<file path="src/rtl/sm_input_if.sv">
// Router-ejection / CPU read-port bundle for sm_input.
// master = router + CPU side, slave = the receive block.
interface sm_input_if #(
    parameter int DATA_WIDTH = 37,
    parameter int CNT_W      = 3
);
    logic [DATA_WIDTH-1:0] pkt_in;
    logic                  pkt_valid;
    logic                  pkt_ready;
    logic                  cpu_read;
    logic                  cpu_valid;
    logic [31:0]           cpu_data;
    logic                  cpu_last;
    logic [3:0]            cpu_src;
    logic [CNT_W-1:0]      fifo_count;
    logic                  rd_err;
    logic                  irq;

    modport master (
        output pkt_in, pkt_valid, cpu_read,
        input  pkt_ready, cpu_valid, cpu_data, cpu_last, cpu_src, fifo_count, rd_err, irq
    );

    modport slave (
        input  pkt_in, pkt_valid, cpu_read,
        output pkt_ready, cpu_valid, cpu_data, cpu_last, cpu_src, fifo_count, rd_err, irq
    );
endinterface

</file>
<file path="src/rtl/sm_input.sv">
// Router-to-CPU receive stage: small packet FIFO with a first-word-fall-through read port.
// Optional fill-level interrupt enabled by defining SM_INPUT_IRQ_EN.
module sm_input #(
    parameter int DATA_WIDTH = 37,
    parameter int DEPTH      = 4,
    parameter int CNT_W      = 3,
    parameter int IRQ_LEVEL  = 1
) (
    input  logic       clk,
    input  logic       reset,
    sm_input_if.slave  bus
);
    localparam int PTR_W = CNT_W - 1;

    if ((DEPTH < 2) || ((DEPTH & (DEPTH - 1)) != 0) || (CNT_W != $clog2(DEPTH) + 1))
        $error("sm_input: DEPTH must be a power of 2 >= 2 and CNT_W = log2(DEPTH)+1");
    if ((IRQ_LEVEL < 1) || (IRQ_LEVEL > DEPTH))
        $error("sm_input: IRQ_LEVEL must lie in 1..DEPTH");

    logic [DATA_WIDTH-1:0] mem [DEPTH];
    logic [PTR_W-1:0]      wrPtr;
    logic [PTR_W-1:0]      rdPtr;
    logic [CNT_W-1:0]      count;
    logic [CNT_W-1:0]      nextCount;
    logic                  rdErr;
    logic                  pktReady;
    logic                  cpuValid;
    logic                  doWrite;
    logic                  doRead;
    logic [DATA_WIDTH-1:0] head;

    // Flow control comes only from the registered count, never from cpu_read.
    assign pktReady = (count != CNT_W'(DEPTH));
    assign cpuValid = (count != '0);
    assign doWrite  = bus.pkt_valid & pktReady;
    assign doRead   = bus.cpu_read & cpuValid;

    always_comb begin
        nextCount = count;
        if (doWrite && !doRead)
            nextCount = count + 1'b1;
        else if (doRead && !doWrite)
            nextCount = count - 1'b1;
    end

    always_ff @(posedge clk or posedge reset) begin
        if (reset) begin
            wrPtr <= '0;
            rdPtr <= '0;
            count <= '0;
            rdErr <= 1'b0;
        end else begin
            if (doWrite)
                wrPtr <= wrPtr + 1'b1;
            if (doRead)
                rdPtr <= rdPtr + 1'b1;
            count <= nextCount;
            if (bus.cpu_read && !cpuValid)
                rdErr <= 1'b1;
        end
    end

    // Packet storage carries no reset; contents are only observed while cpu_valid is high.
    always_ff @(posedge clk) begin
        if (doWrite)
            mem[wrPtr] <= bus.pkt_in;
    end

    assign head           = mem[rdPtr];
    assign bus.pkt_ready  = pktReady;
    assign bus.cpu_valid  = cpuValid;
    assign bus.cpu_data   = head[DATA_WIDTH-1:5];
    assign bus.cpu_last   = head[4];
    assign bus.cpu_src    = head[3:0];
    assign bus.fifo_count = count;
    assign bus.rd_err     = rdErr;

`ifdef SM_INPUT_IRQ_EN
    logic irqReg;

    // Tracks the post-edge fill level, so irq moves on the same edge as fifo_count.
    always_ff @(posedge clk or posedge reset) begin
        if (reset)
            irqReg <= 1'b0;
        else
            irqReg <= (nextCount >= CNT_W'(IRQ_LEVEL));
    end

    assign bus.irq = irqReg;
`else
    assign bus.irq = 1'b0;
`endif
endmodule

</file>
<file path="src/flat_wrapper.sv">
// flat-port wrapper written by rule: the top's interface ports become plain ports
module sm_input_flat 
#(
    parameter int DATA_WIDTH = 37,
    parameter int DEPTH      = 4,
    parameter int CNT_W      = 3,
    parameter int IRQ_LEVEL  = 1
)
  (clk, reset, bus_pkt_in, bus_pkt_valid, bus_cpu_read, bus_pkt_ready, bus_cpu_valid, bus_cpu_data, bus_cpu_last, bus_cpu_src, bus_fifo_count, bus_rd_err, bus_irq);
  sm_input_if #(.DATA_WIDTH(DATA_WIDTH), .CNT_W(CNT_W)) bus_i ();
  input  logic clk;
  input  logic reset;
  input wire logic [$bits(bus_i.pkt_in)-1:0] bus_pkt_in;
  input wire logic [$bits(bus_i.pkt_valid)-1:0] bus_pkt_valid;
  input wire logic [$bits(bus_i.cpu_read)-1:0] bus_cpu_read;
  output wire logic [$bits(bus_i.pkt_ready)-1:0] bus_pkt_ready;
  output wire logic [$bits(bus_i.cpu_valid)-1:0] bus_cpu_valid;
  output wire logic [$bits(bus_i.cpu_data)-1:0] bus_cpu_data;
  output wire logic [$bits(bus_i.cpu_last)-1:0] bus_cpu_last;
  output wire logic [$bits(bus_i.cpu_src)-1:0] bus_cpu_src;
  output wire logic [$bits(bus_i.fifo_count)-1:0] bus_fifo_count;
  output wire logic [$bits(bus_i.rd_err)-1:0] bus_rd_err;
  output wire logic [$bits(bus_i.irq)-1:0] bus_irq;
  assign bus_i.pkt_in = bus_pkt_in;
  assign bus_i.pkt_valid = bus_pkt_valid;
  assign bus_i.cpu_read = bus_cpu_read;
  assign bus_pkt_ready = bus_i.pkt_ready;
  assign bus_cpu_valid = bus_i.cpu_valid;
  assign bus_cpu_data = bus_i.cpu_data;
  assign bus_cpu_last = bus_i.cpu_last;
  assign bus_cpu_src = bus_i.cpu_src;
  assign bus_fifo_count = bus_i.fifo_count;
  assign bus_rd_err = bus_i.rd_err;
  assign bus_irq = bus_i.irq;
  sm_input #(.DATA_WIDTH(DATA_WIDTH), .DEPTH(DEPTH), .CNT_W(CNT_W), .IRQ_LEVEL(IRQ_LEVEL)) u_core (.clk(clk), .reset(reset), .bus(bus_i));
endmodule
</file>
<file path="config.mk">
export PLATFORM = sky130hd
export DESIGN_NAME = sm_input_flat
export DESIGN_NICKNAME = d
export VERILOG_FILES = /design/src/rtl/sm_input_if.sv /design/src/rtl/sm_input.sv /design/src/flat_wrapper.sv
export SDC_FILE = /design/constraint.sdc
export NUM_CORES = 1
export LEC_CHECK = 0
export CAP_MARGIN = 0
export CORE_ASPECT_RATIO = 1.75
export CORE_MARGIN = 1
export CORE_UTILIZATION = 35
export DETAILED_ROUTE_END_ITERATION = 6
export PLACE_DENSITY = 0.65
export SLEW_MARGIN = 20
export SYNTH_ARGS = -nofsm -noshare
export SYNTH_HDL_FRONTEND = slang
export SYNTH_SLANG_ARGS = --single-unit
</file>
<file path="constraint.sdc">
create_clock -name clk -period 3.4 [get_ports clk]
set_input_delay 0.34 -clock clk [delete_from_list [all_inputs] [get_ports clk]]
set_output_delay 0.34 -clock clk [all_outputs]
set_load 0.005 [all_outputs]
</file>
Yosys cells after proc, flatten, opt, wreduce, memory -nomap -nowiden
Memory sizes are Yosys's and may differ from the RTL's.
Cells that the tools add are included.
Operators by class
  add/subtract/negate cells: 4
  equal/unequal tests: 1
  mux-type cells: 4
  bitwise gates (word level): 2
  reductions and logical operators: 8
Operators with widths (number)
  $mux 3: 2
  $add 2x1->2 const B: 2
  $add 3x1->3 const B: 1
  $logic_and 1x1->1: 3
  $logic_not 1->1: 3
  $ne 3x3->1 const B: 1
  $reduce_bool 3->1: 1
  $sub 3x1->3 const B: 1
  $and 1x1->1: 2
  $mux 1: 2
  $reduce_bool 2->1: 1
Word-level totals
  register bits after elaboration: 8
  memory bits (writable): 148
  output and inout bits: 44
  word-level logic and storage cells: 24
  memories: 1
Memories
  u_core.mem: depth 4, bits a word 37, read ports 1, clocked after Yosys merged registers in 0, wr ports 1, RTL line sm_input.sv:20  | logic [DATA_WIDTH-1:0] mem [DEPTH];

Logic depth before layout (Yosys ltp)
Gate-level depths: netlist (run 1).
  depth in word-level cells: 6
  depth in mapped cells: 8
  mapped depth without buffers: 8

Least setup slack after synthesis (run 1)
Ideal clock, no wire load.
  path type: register -> register
  start: register u_core.count[0] (netlist: u_core.bus.fifo_count[0])
  end: memory u_core.mem[0][0] (enable)
  setup time: 0.398 ns
  arrival time: 1.722 ns
  setup slack: 1.280 ns
  cell stages (with the launch flop): 4
  buffers on the path: 0
  clock period less this slack: 2.120 ns
  cell sequence: dfrtp_1 nor2_1 a21boi_2 and2_1
On the way
  longest elaborated chain between the ends: 4
Ends and longest elaborated chain
  start, declared: RTL line sm_input.sv:23  | logic [CNT_W-1:0] count;
  start signal, assigned: RTL line sm_input.sv:57  | count <= nextCount;
  $ne 3x3->1: RTL line sm_input.sv:33  | assign pktReady = (count != CNT_W'(DEPTH));
  $and 1x1->1: RTL line sm_input.sv:35  | assign doWrite = bus.pkt_valid & pktReady;
  named net u_core.doWrite: RTL line sm_input.sv:28  | logic doWrite;
  $mux 1: RTL line sm_input.sv:65  | if (doWrite)
  $mux 1 (implied by the code): RTL line sm_input.sv:66  | mem[wrPtr] <= bus.pkt_in;
  end, declared: RTL line sm_input.sv:20
The timed path passes the listed nets, and every way through them passes these cells.

Final worst setup path (run 1)
  start: register u_core.rdPtr[0]
  end: output bus_cpu_data[22]
On the way
  longest elaborated chain between the ends: 1
Ends and longest elaborated chain
  start, declared: RTL line sm_input.sv:22  | logic [PTR_W-1:0] rdPtr;
  start signal, assigned: RTL line sm_input.sv:56  | rdPtr <= rdPtr + 1'b1;
  $mem_v2 4x37
  end, declared: RTL line flat_wrapper.sv:18  | output wire logic [$bits(bus_i.cpu_data)-1:0] bus_cpu_data;
No other way between the ends.

==> qor.log, run 1 <==
qor: status.run_status complete, no violations
qor: setup_path.cp.depth 3
qor: setup_path.crit_arrival 2.40 ns
qor: timing.timing_max_transition_violations_final 0
qor: timing.timing.max_slew.rel_slack 64.5%
qor: clock_tree.cts_root_buf sky130_fd_sc_hd__clkbuf_16
qor: drt.routed_wl 10.5 mm
qor: timing.finalCriticalPeriod 2.74 ns
qor: clock_tree.postCtsSetupBuffers 0
qor: placement.finalWeightedCongestion 0.678
qor: global_routing.global_route_usage_over_all_layers 13.3%
qor: floorplanning.fp.dieH 172 um
qor: timing.timing_worst_slew_pin_value 0.532 ns
qor: final_layout.final_standard_cell_utilization_of_the_core 46.8%
qor: pwr.power.density_cell_area 874 nW/um2
qor: clock_tree.ctsResizeCount 0
qor: drt.detailroute.via_count 2,658
qor: logic_synthesis.syn_inst 234
qor: setup_path.worstPathRequired 3.06 ns
qor: floorplanning.die_x 99.2 um
qor: floorplanning.dieArea 17,100 um2
qor: logic_synthesis.synth-seq-cells 156
qor: flow_run.maxCapViolCount 0
qor: placement.dpl.hpwl 6.73 mm
qor: clock_tree.cts_buffers 17
qor: floorplanning.floorplan.io_pins 85
qor: timing.max_freq 365 MHz
qor: global_routing.grt_pass1_wl 15.9 mm
qor: setup_path.setup.worst_path.end_class output port
qor: final_layout.num-fill-cells 1,344
qor: timing.clock_skew 0.0143 ns
qor: drt.drc 0
qor: setup_path.cp.buffers_inverters 2
qor: drt.routed_antenna_nets 0
qor: clock_tree.clock_latency 0.42 ns
qor: timing.final-hold-violation-count 0
qor: floorplanning.placeableCoreArea 16,000 um2
qor: setup_path.rr_endpoint u_core.bus.fifo_count[2]$_DFFE_PP0P_
qor: logic_synthesis.synthDistinctLibCells 21
qor: floorplanning.std_cell_rows 61
qor: final_layout.flow.area_growth_from_synthesis 29.6%
qor: timing.holdWs 0.160 ns
qor: drt.drt_iter0_drc 50
qor: logic_synthesis.synth-edff-count 148
qor: timing.setup_viol 0
qor: setup_path.reg2regPathDepth 8
qor: drt.detail_route.first_pass.iterations 4
qor: setup_path.critical-path-top-delay-family buffers and inverters
qor: global_routing.gr-total-overflow 0
qor: setup_path.setup.worst_path.class reg2out
qor: floorplanning.floorplan.initialDensity 36.1%
qor: setup_path.cpMaxStageDelayCell sky130_fd_sc_hd__dfrtp_2
qor: logic_synthesis.netlist_area 5790 um2
qor: clock_tree.cts.reportedPaths.clkPinSlew 0.07 ns
qor: setup_path.timing.reg2reg.setup_slack 1.20 ns
qor: setup_path.critical_path.cell_chain buf_4, mux4_2, clkdlybuf4s50_1
qor: drt.post_drt_wl_per_cell 19.6 um
qor: clock_tree.cts_hold_repair.buffers 0
qor: setup_path.crit_path_max_incr_delay 0.60 ns
qor: logic_synthesis.syn_area_per_cell 24.8 um2
qor: final_layout.mostFrequentLayoutCells sky130_fd_sc_hd__edfxtp_1, sky130_fd_sc_hd__clkdlybuf4s50_1, sky130_fd_sc_hd__mux4_2
qor: global_routing.number_of_global_route_vias_before_repair 2,887
qor: setup_path.worst_setup_path_startpoint u_core.rdPtr[0]$_DFFE_PP0P_
qor: final_layout.drive_gt1_share 24.7%
qor: final_layout.nets 382
qor: logic_synthesis.yosysSeqAreaShare 80.2%
qor: setup_path.endpoint bus_cpu_data[22]
qor: pwr.p_leak 0.00247 uW
qor: timing.post-route-period-util 80.5%
qor: setup_path.timing.critical_path.from_type register
qor: logic_synthesis.synth_async_sr_flop_share 5.13%
qor: pwr.worst_ir_drop_vdd 0.373 mV
qor: global_routing.antenna_found_initial 1
qor: final_layout.layout.cells.most_common sky130_fd_sc_hd__edfxtp_1
qor: setup_path.worstReg2RegStart u_core.bus.fifo_count[0]$_DFFE_PP0P_
qor: global_routing.largest_net_degree_at_the_start_of_global_routing 24
qor: setup_path.cp_max_fo 12
qor: timing.rsz_0062_raised_after_global_routing no
qor: placement.io_buffers 83
qor: logic_synthesis.yosys_warnings 0
qor: clock_tree.cts_tree done
qor: clock_tree.clock_path_buffers 2
qor: hold_path.hold_path.class in2async
qor: clock_tree.h-tree-depth 4
qor: drt.via_per_inst 4.94
qor: logic_synthesis.synth-main-ff-cell sky130_fd_sc_hd__edfxtp_1
qor: clock_tree.clock-sinks 156
qor: timing.setup-tns-final 0 ns
qor: logic_synthesis.syn_nets 281
[registers in the layout, summed over array words and instances, names as in the netlist]
signal                 flops
u_core.mem               148
u_core.wrPtr               2
u_core.rdPtr               2
u_core.bus.fifo_count      3
u_core.bus.rd_err          1
[per-stage QoR]
| step | total power, uW | setup WS, ns | area (um2) | cells |
|---|---|---|---|---|
| after floorplan | 3750 | 1.28 | 5790 | 234 |
| after global placement | 4790 | 1.08 | 6930 | 505 |
| after detailed placement | 4840 | 1.06 | 6930 | 505 |
| after CTS | 6680 | 0.592 | 7500 | 537 |
| after global routing | 6870 | 0.533 | 7510 | 538 |
| final | 6560 | 0.664 | 7510 | 538 |
[Yosys cell counts, types with 2 or more instances]
library cell,n,area share [%]
sky130_fd_sc_hd__and2_1,4,0.43
sky130_fd_sc_hd__buf_2,3,0.26
sky130_fd_sc_hd__buf_4,3,0.39
sky130_fd_sc_hd__buf_6,2,0.39
sky130_fd_sc_hd__dfrtp_1,8,3.5
sky130_fd_sc_hd__edfxtp_1,148,77
sky130_fd_sc_hd__ha_1,5,1.1
sky130_fd_sc_hd__inv_1,5,0.32
sky130_fd_sc_hd__mux2_2,2,0.39
sky130_fd_sc_hd__mux4_2,37,14
sky130_fd_sc_hd__nand2_1,2,0.13
sky130_fd_sc_hd__nor2_1,2,0.13
sky130_fd_sc_hd__xnor2_1,4,0.60
sky130_fd_sc_hd__xor2_1,2,0.30
[per-layer routing]
metal  track usage, %  wire length (um)  vias to the layer above
li1                 -                 -                     1181
met1             13.7              3940                     1392
met2             24.3              5970                       71
met3             3.31               391                       14
met4             7.42               226                        0
met5                0                 0                        -
[cell type report]
cell class              count  area [um2]  share of cell area, %
clock inverters            15         154                   2.05
flip-flops and latches    156        4650                   61.9
inverters                   5        18.8                  0.250
well taps                 189         236                   3.15
clock buffers              17         425                   5.67
diodes                      1        2.50                 0.0333
repair buffers             91         953                   12.7
multi-input cells          64        1070                   14.3
[power by group]
part / switching [uW] / internal (uW)
Combinational: 776 / 1210
Sequential: 197 / 2550
Clock: 802 / 1040
[logic make-up after synthesis]
kind of cell	count (synthesis)	share of synthesized area [%]
fa+ha+maj	6	1.43
mux	39	14.8
xor+xnor	6	0.907
other cells	1	0.0647
compound gates	2	0.324
simple gates	10	0.886
flops	156	80.2
buf+inv	14	1.43
[worst min path at each step]
stage	end	startpoint	depth (start not counted)
CTS	u_core.bus.fifo_count[1]$_DFFE_PP0P_	reset	2
global route	u_core.bus.fifo_count[0]$_DFFE_PP0P_	reset	2
detailed placement	u_core.bus.rd_err$_DFFE_PP0P_	u_core.bus.rd_err$_DFFE_PP0P_	1
finish	u_core.bus.fifo_count[2]$_DFFE_PP0P_	reset	2
floorplan	u_core.bus.fifo_count[0]$_DFFE_PP0P_	reset	1
global placement	u_core.bus.rd_err$_DFFE_PP0P_	u_core.bus.rd_err$_DFFE_PP0P_	1
Power figures use the tool's default switching activity.
==> run 2, diff against run 1 <==
--- a/config.mk
+++ b/config.mk
@@ -10,7 +10,7 @@
 export CORE_MARGIN = 1
 export CORE_UTILIZATION = 35
 export DETAILED_ROUTE_END_ITERATION = 6
-export PLACE_DENSITY = 0.65
+export PLACE_DENSITY = 0.67
 export SLEW_MARGIN = 20
 export SYNTH_ARGS = -nofsm -noshare
 export SYNTH_HDL_FRONTEND = slang
==> constraint.sdc (replaced) <==
create_clock -name clk -period 2.5 [get_ports clk]
set_input_delay 0.25 -clock clk [delete_from_list [all_inputs] [get_ports clk]]
set_output_delay 0.25 -clock clk [all_outputs]
set_load 0.005 [all_outputs]
==> run 2 against run 1 <==
Against the previous run: cell area is 1.6% higher; worst setup slack worse by 0.53 ns; largest power group unchanged; non-clock buffer count is 6 higher; hold slack worse by 0.077 ns; utilization is 0.76 points higher; power is 40% higher; clock power is 39% higher; global-route usage is 0.17 points higher; first-iteration DRC count is 40% higher; sequential cell count stayed put.
==> qor.log, run 2 (synthesized netlist as in run 1, its figures left out) <==
qor: setup_path.rr_endpoint u_core.bus.fifo_count[2]$_DFFE_PP0P_
qor: clock_tree.cts_tree done
qor: drt.detail_route.first_pass.iterations 4 [unchanged]
qor: timing.finalCriticalPeriod 2.37 ns
qor: global_routing.global_route_usage_over_all_layers 13.5% [+0.17 points]
qor: floorplanning.floorplan.io_pins 85 [unchanged]
qor: placement.placed_area 7030 um2 [+1.4%]
qor: setup_path.critical_path.cell_chain buf_4, mux4_2, clkdlybuf4s50_1
qor: floorplanning.placeableCoreArea 16,000 um2 [unchanged]
qor: floorplanning.fp.dieH 172 um [unchanged]
qor: final_layout.most_flops_register u_core.mem
qor: drt.drc 0 [unchanged]
qor: drt.detailroute.via_count 2,647 [-0.41%]
qor: clock_tree.ctsResizeCount 0 [unchanged]
qor: drt.drt_iter0_drc 70 [+40%]
qor: final_layout.layout.cells.most_common sky130_fd_sc_hd__edfxtp_1
qor: clock_tree.clock_path_buffers 2 [unchanged]
qor: setup_path.worstPathRequired 2.25 ns [-0.81 ns]
qor: floorplanning.die_x 99.2 um [unchanged]
qor: placement.finalWeightedCongestion 0.639 [-5.8%]
qor: global_routing.largest_net_degree_at_the_start_of_global_routing 38 [+58%]
qor: status.run_status complete, no violations
qor: setup_path.reg2regPathDepth 8 [unchanged]
qor: placement.dpl.hpwl 7.05 mm [+4.7%]
qor: pwr.power.density_cell_area 1200 nW/um2 [+37%]
qor: global_routing.antenna_found_initial 0 [-1]
qor: drt.post_drt_wl_per_cell 19.5 um [-0.32%]
qor: final_layout.mostFrequentLayoutCells sky130_fd_sc_hd__edfxtp_1, sky130_fd_sc_hd__clkdlybuf4s50_1, sky130_fd_sc_hd__mux4_2
qor: placement.io_buffers 83 [unchanged]
qor: clock_tree.clock-sinks 156 [unchanged]
qor: final_layout.n_antenna_cell 0 [-1]
qor: setup_path.setup.worst_path.end_class output port
qor: timing.final_critical_path_setup_slack 0.129 ns [-0.534 ns]
qor: placement.preCtsSetupSlack 0.191 ns [-0.865 ns]
qor: timing.setup-tns-final 0 ns [unchanged]
qor: pwr.worst_ir_drop_vdd 0.518 mV [+39%]
qor: setup_path.cpMaxStageDelayCell sky130_fd_sc_hd__mux4_2
qor: final_layout.drive_gt1_share 25.2% [+0.50 points]
qor: timing.post-route-period-util 94.8%
qor: clock_tree.cts.reportedPaths.clkPinSlew 0.06 ns [about the same]
qor: global_routing.grt_pass1_wl 16.6 mm [+3.9%]
qor: timing.setup_viol 0 [unchanged]
qor: final_layout.final_standard_cell_utilization_of_the_core 47.6% [+0.76 points]
qor: timing.final-hold-violation-count 0 [unchanged]
qor: setup_path.crit_path_max_incr_delay 0.52 ns [-0.08 ns]
qor: setup_path.timing.reg2reg.setup_slack 0.17 ns [-1.03 ns]
qor: global_routing.number_of_global_route_vias_before_repair 3,015 [+4.4%]
qor: hold_path.hold_path.class in2async
qor: flow_run.maxCapViolCount 0 [unchanged]
qor: clock_tree.cts_root_buf sky130_fd_sc_hd__clkbuf_16
qor: clock_tree.clock_latency 0.41 ns [about the same]
qor: final_layout.fin_area 7630 um2 [+1.6%]
qor: final_layout.flow.area_growth_from_synthesis 31.7%
qor: setup_path.crit_arrival 2.12 ns [-0.28 ns]
qor: floorplanning.std_cell_rows 61 [unchanged]
qor: floorplanning.dieArea 17,100 um2 [unchanged]
qor: timing.rsz_0062_raised_after_global_routing no
qor: drt.routed_antenna_nets 0 [unchanged]
qor: timing.clock_skew 0.00952 ns [-0.00479 ns]
qor: drt.routed_wl 10.6 mm [+0.42%]
qor: final_layout.nets 388 [+1.6%]
qor: setup_path.setup.worst_path.class reg2out
qor: timing.timing_max_transition_violations_final 0 [unchanged]
qor: clock_tree.cts_buffers 17 [unchanged]
qor: final_layout.largest_register_ffs 148 [unchanged]
qor: pwr.p_leak 0.00253 uW [+2.1%]
qor: drt.via_per_inst 4.88 [-1.1%]
qor: timing.max_freq 422 MHz
qor: setup_path.timing.critical_path.from_type register
qor: global_routing.gr-total-overflow 0 [unchanged]
qor: setup_path.worstReg2RegStart u_core.bus.fifo_count[0]$_DFFE_PP0P_
qor: setup_path.cp_max_fo 9 [-3]
qor: floorplanning.floorplan.initialDensity 36.1% [unchanged]
qor: clock_tree.h-tree-depth 4 [unchanged]
## run 2: cell types whose count changed in the layout (fill, tap and decap cells not counted), sizes merged
cell    delta
buf        +6
inv        -6
bufinv     +2
clkinv     +2
clkbuf     +1
diode      -1
## run 2: critical path: cells and delay by family (launching register included)
| kind | cells | cell delay [ns] |
|---|---|---|
| DFF | 1 | 0.48 |
| buffers and inverters | 2 | 0.71 |
| muxes | 1 | 0.52 |
## run 2: layout make-up
class / instances / area (um2)
Clock buffer: 18 / 429
Tap cell: 189 / 236
Fill cell: 1315 / 8400
Multi-Input combinational cell: 64 / 1070
Inverter: 5 / 18.8
Timing Repair Buffer: 97 / 1060
Sequential cell: 156 / 4650
Clock inverter: 13 / 166
## run 2: metal layers
layer  routed length [um]  up-vias  global-route usage, %
met5                    0        -                      0
met4                  144        0                   5.95
met3                  333        8                   3.11
met2                 6150       57                   25.2
met1                 3940     1395                   14.2
li1                     -     1187                      -
## run 2: what timing repair did
| action | in CTS | in global routing |
|---|---|---|
| setup endpoints to repair | 12 | 0 |
| hold buffers | 0 | 0 |
| setup buffers | 1 | 0 |
## run 2: worst max path at each step
| stage | endpoint | from |
|---|---|---|
| finish | bus_cpu_data[0] | u_core.rdPtr[0]$_DFFE_PP0P_ |
| global route | bus_cpu_data[8] | u_core.rdPtr[0]$_DFFE_PP0P_ |
| detailed placement | u_core.bus.fifo_count[2]$_DFFE_PP0P_ | u_core.bus.fifo_count[0]$_DFFE_PP0P_ |
| CTS | bus_cpu_data[0] | u_core.rdPtr[0]$_DFFE_PP0P_ |
| global placement | u_core.bus.fifo_count[2]$_DFFE_PP0P_ | u_core.bus.fifo_count[0]$_DFFE_PP0P_ |
| floorplan | u_core.mem[0][0]$_DFFE_PP_ | u_core.bus.fifo_count[0]$_DFFE_PP0P_ |
## run 2: through the flow
stage	cells	hold slack, ns	power, uW
floorplan	234	0.0657	5100
global placement	510	0.486	6630
detailed placement	510	0.488	6720
CTS	542	0.0799	9330
global route	542	0.135	9580
finish	542	0.0823	9160
## run 2: power by group
| part | switching, uW | internal (uW) |
|---|---|---|
| Sequential | 222 | 3460 |
| Clock | 992 | 1570 |
| Combinational | 1150 | 1760 |
==> run 3, diff against run 2 <==
--- a/config.mk
+++ b/config.mk
@@ -5,12 +5,13 @@
 export SDC_FILE = /design/constraint.sdc
 export NUM_CORES = 1
 export LEC_CHECK = 0
-export CAP_MARGIN = 0
+export CAP_MARGIN = 30
 export CORE_ASPECT_RATIO = 1.75
 export CORE_MARGIN = 1
 export CORE_UTILIZATION = 35
 export DETAILED_ROUTE_END_ITERATION = 6
 export PLACE_DENSITY = 0.67
+export RECOVER_POWER = 100
 export SLEW_MARGIN = 20
 export SYNTH_ARGS = -nofsm -noshare
 export SYNTH_HDL_FRONTEND = slang
==> run 3 against run 2 <==
Against the previous run: sequential power is essentially flat; clock power is essentially flat; count of clock-buffer cells in the layout is the same; critical path depth is the same; maximum frequency shrank 0.15%; final cell count grew 0.18%; wire length grew 0.16%; combinational power shrank 3%; via count shrank 0.15%; die area is the same; register-to-register slack gained 0.02 ns; cell area shrank 0.66%; largest power group unchanged.
==> qor.log, run 3 (synthesized netlist as in run 1, its figures left out) <==
qor: timing.timing.max_slew.rel_slack 50.5%
qor: floorplanning.dieArea 17,100 um2 [unchanged]
qor: drt.drc 0 [unchanged]
qor: setup_path.reg2regPathDepth 5 [-3]
qor: final_layout.flow.area_growth_from_synthesis 30.8%
qor: drt.post_drt_wl_per_cell 19.5 um [about the same]
qor: placement.finalWeightedCongestion 0.639 [unchanged]
qor: floorplanning.floorplan.initialDensity 36.1% [unchanged]
qor: final_layout.area.sequential 4650 um2 [unchanged]
qor: pwr.worst_ir_drop_vdd 0.510 mV [-1.5%]
qor: setup_path.setup.worst_path.end_class output port
qor: clock_tree.clock_path_buffers 2 [unchanged]
qor: clock_tree.cts_tree done
qor: placement.dpl.hpwl 7.05 mm [unchanged]
qor: timing.clock_skew 0.00980 ns [+0.000274 ns]
qor: final_layout.largest_register_ffs 148 [unchanged]
qor: final_layout.mostFrequentLayoutCells sky130_fd_sc_hd__edfxtp_1, sky130_fd_sc_hd__dlygate4sd3_1, sky130_fd_sc_hd__clkdlybuf4s50_1
qor: timing.setup_viol 0 [unchanged]
qor: setup_path.critical-path-top-delay-family buffers and inverters
qor: drt.routed_antenna_nets 0 [unchanged]
qor: drt.routed_wl 10.6 mm [+0.16%]
qor: setup_path.setup.worst_path.class reg2out
qor: timing.rsz_0062_raised_after_global_routing no
qor: global_routing.global_route_usage_over_all_layers 13.5% [unchanged]
qor: timing.timing_max_transition_violations_final 0 [unchanged]
qor: drt.via_per_inst 4.87 [-0.33%]
qor: clock_tree.ctsResizeCount 0 [unchanged]
qor: flow_run.maxCapViolCount 0 [unchanged]
qor: floorplanning.placeableCoreArea 16,000 um2 [unchanged]
qor: placement.preCtsSetupSlack 0.191 ns [unchanged]
qor: drt.detail_route.first_pass.iterations 4 [unchanged]
qor: final_layout.nets 388 [unchanged]
qor: setup_path.critical_path.cell_chain clkbuf_2, mux4_2, clkdlybuf4s50_1
qor: floorplanning.die_x 99.2 um [unchanged]
qor: setup_path.timing.critical_path.from_type register
qor: setup_path.cp.buffers_inverters 2 [unchanged]
qor: timing.setup-tns-final 0 ns [unchanged]
qor: floorplanning.floorplan.io_pins 85 [unchanged]
qor: global_routing.grt_pass1_wl 16.6 mm [unchanged]
qor: clock_tree.clock-sinks 156 [unchanged]
qor: timing.final_critical_path_setup_slack 0.126 ns [-0.00358 ns]
qor: timing.final-hold-violation-count 0 [unchanged]
qor: timing.finalCriticalPeriod 2.37 ns [+0.00358 ns]
qor: clock_tree.postCtsSetupBuffers 1 [unchanged]
qor: timing.post-route-period-util 95.0% [+0.14 points]
qor: setup_path.worstReg2RegStart u_core.bus.fifo_count[0]$_DFFE_PP0P_
qor: hold_path.hold_path.class in2async
qor: status.run_status complete, no violations
qor: placement.io_buffers 83 [unchanged]
qor: clock_tree.cts.reportedPaths.clkPinSlew 0.06 ns [about the same]
qor: setup_path.cp_max_fo 5 [-4]
qor: final_layout.final_standard_cell_utilization_of_the_core 47.3% [-0.31 points]
qor: setup_path.timing.reg2reg.setup_slack 0.19 ns [+0.02 ns]
qor: setup_path.crit_path_max_incr_delay 0.55 ns [+0.03 ns]
qor: final_layout.drive_gt1_share 23.8% [-1.4 points]
qor: global_routing.antenna_found_initial 1 [+1]
qor: floorplanning.std_cell_rows 61 [unchanged]
qor: drt.drt_iter0_drc 76 [+8.6%]
qor: pwr.p_total 9060 uW [-1.1%]
qor: final_layout.multi_input_area 1060 um2 [-0.70%]
qor: setup_path.crit_arrival 2.12 ns [about the same]
qor: global_routing.number_of_global_route_vias_before_repair 3,015 [unchanged]
qor: setup_path.cpMaxStageDelayCell sky130_fd_sc_hd__mux4_2
qor: pwr.p_leak 0.00251 uW [-0.62%]
qor: timing.timing_worst_slew_pin_value 0.742 ns
qor: clock_tree.cts_buffers 17 [unchanged]
qor: global_routing.gr-total-overflow 0 [unchanged]
qor: global_routing.largest_net_degree_at_the_start_of_global_routing 38 [unchanged]
qor: timing.max_freq 421 MHz [-0.15%]
qor: clock_tree.cts_hold_repair.buffers 0 [unchanged]
qor: floorplanning.fp.dieH 172 um [unchanged]
qor: setup_path.rr_endpoint u_core.mem[3][15]$_DFFE_PP_
qor: drt.detailroute.via_count 2,643 [-0.15%]
qor: clock_tree.cts_root_buf sky130_fd_sc_hd__clkbuf_16
qor: setup_path.worstPathRequired 2.25 ns [about the same]
qor: final_layout.layout.cells.most_common sky130_fd_sc_hd__edfxtp_1
qor: final_layout.most_flops_register u_core.mem
qor: clock_tree.clock_latency 0.41 ns [about the same]
qor: clock_tree.h-tree-depth 4 [unchanged]
qor: final_layout.num-fill-cells 1,320 [+0.38%]
qor: pwr.power.density_cell_area 1200 nW/um2 [-0.44%]
==> run 3: how the worst max path moves through the flow <==
stage          cells past startpoint                                  from                                    to
2_1_floorplan                      3  u_core.bus.fifo_count[0]$_DFFE_PP0P_            u_core.mem[0][0]$_DFFE_PP_
3_3_place_gp                       8  u_core.bus.fifo_count[0]$_DFFE_PP0P_  u_core.bus.fifo_count[2]$_DFFE_PP0P_
3_5_place_dp                       8  u_core.bus.fifo_count[0]$_DFFE_PP0P_  u_core.bus.fifo_count[2]$_DFFE_PP0P_
4_1_cts                            3           u_core.rdPtr[0]$_DFFE_PP0P_                       bus_cpu_data[0]
5_1_grt                            5  u_core.bus.fifo_count[0]$_DFFE_PP0P_           u_core.mem[2][15]$_DFFE_PP_
6_report                           3           u_core.rdPtr[0]$_DFFE_PP0P_                        bus_cpu_src[2]
==> run 3: per-stage QoR <==
stage	instances	hold slack, ns	area [um2]
finish	543	0.221	7580
global route	542	0.269	7580
CTS	542	0.0799	7630
detailed placement	510	0.488	7030
global placement	510	0.486	7030
floorplan	234	0.0657	5790
==> run 3: power by group <==
part	internal (uW)	total (uW)	switching, uW
Combinational	1670	2810	1140
Clock	1570	2560	991
Sequential	3470	3680	217
==> run 3: layout make-up <==
type,instances,share of cell area (%)
inverters,5,0.248
multi-input cells,64,14.0
repair buffers,97,13.4
well taps,189,3.12
flip-flops and latches,156,61.3
diodes,1,0.0330
clock buffers,18,5.66
clock inverters,13,2.20
==> run 3: metal layers <==
metal,global-route usage [%],share of wire [%]
met3,3.11,3.0
met1,14.2,38
met5,0,0
met4,5.95,1.4
met2,25.2,58
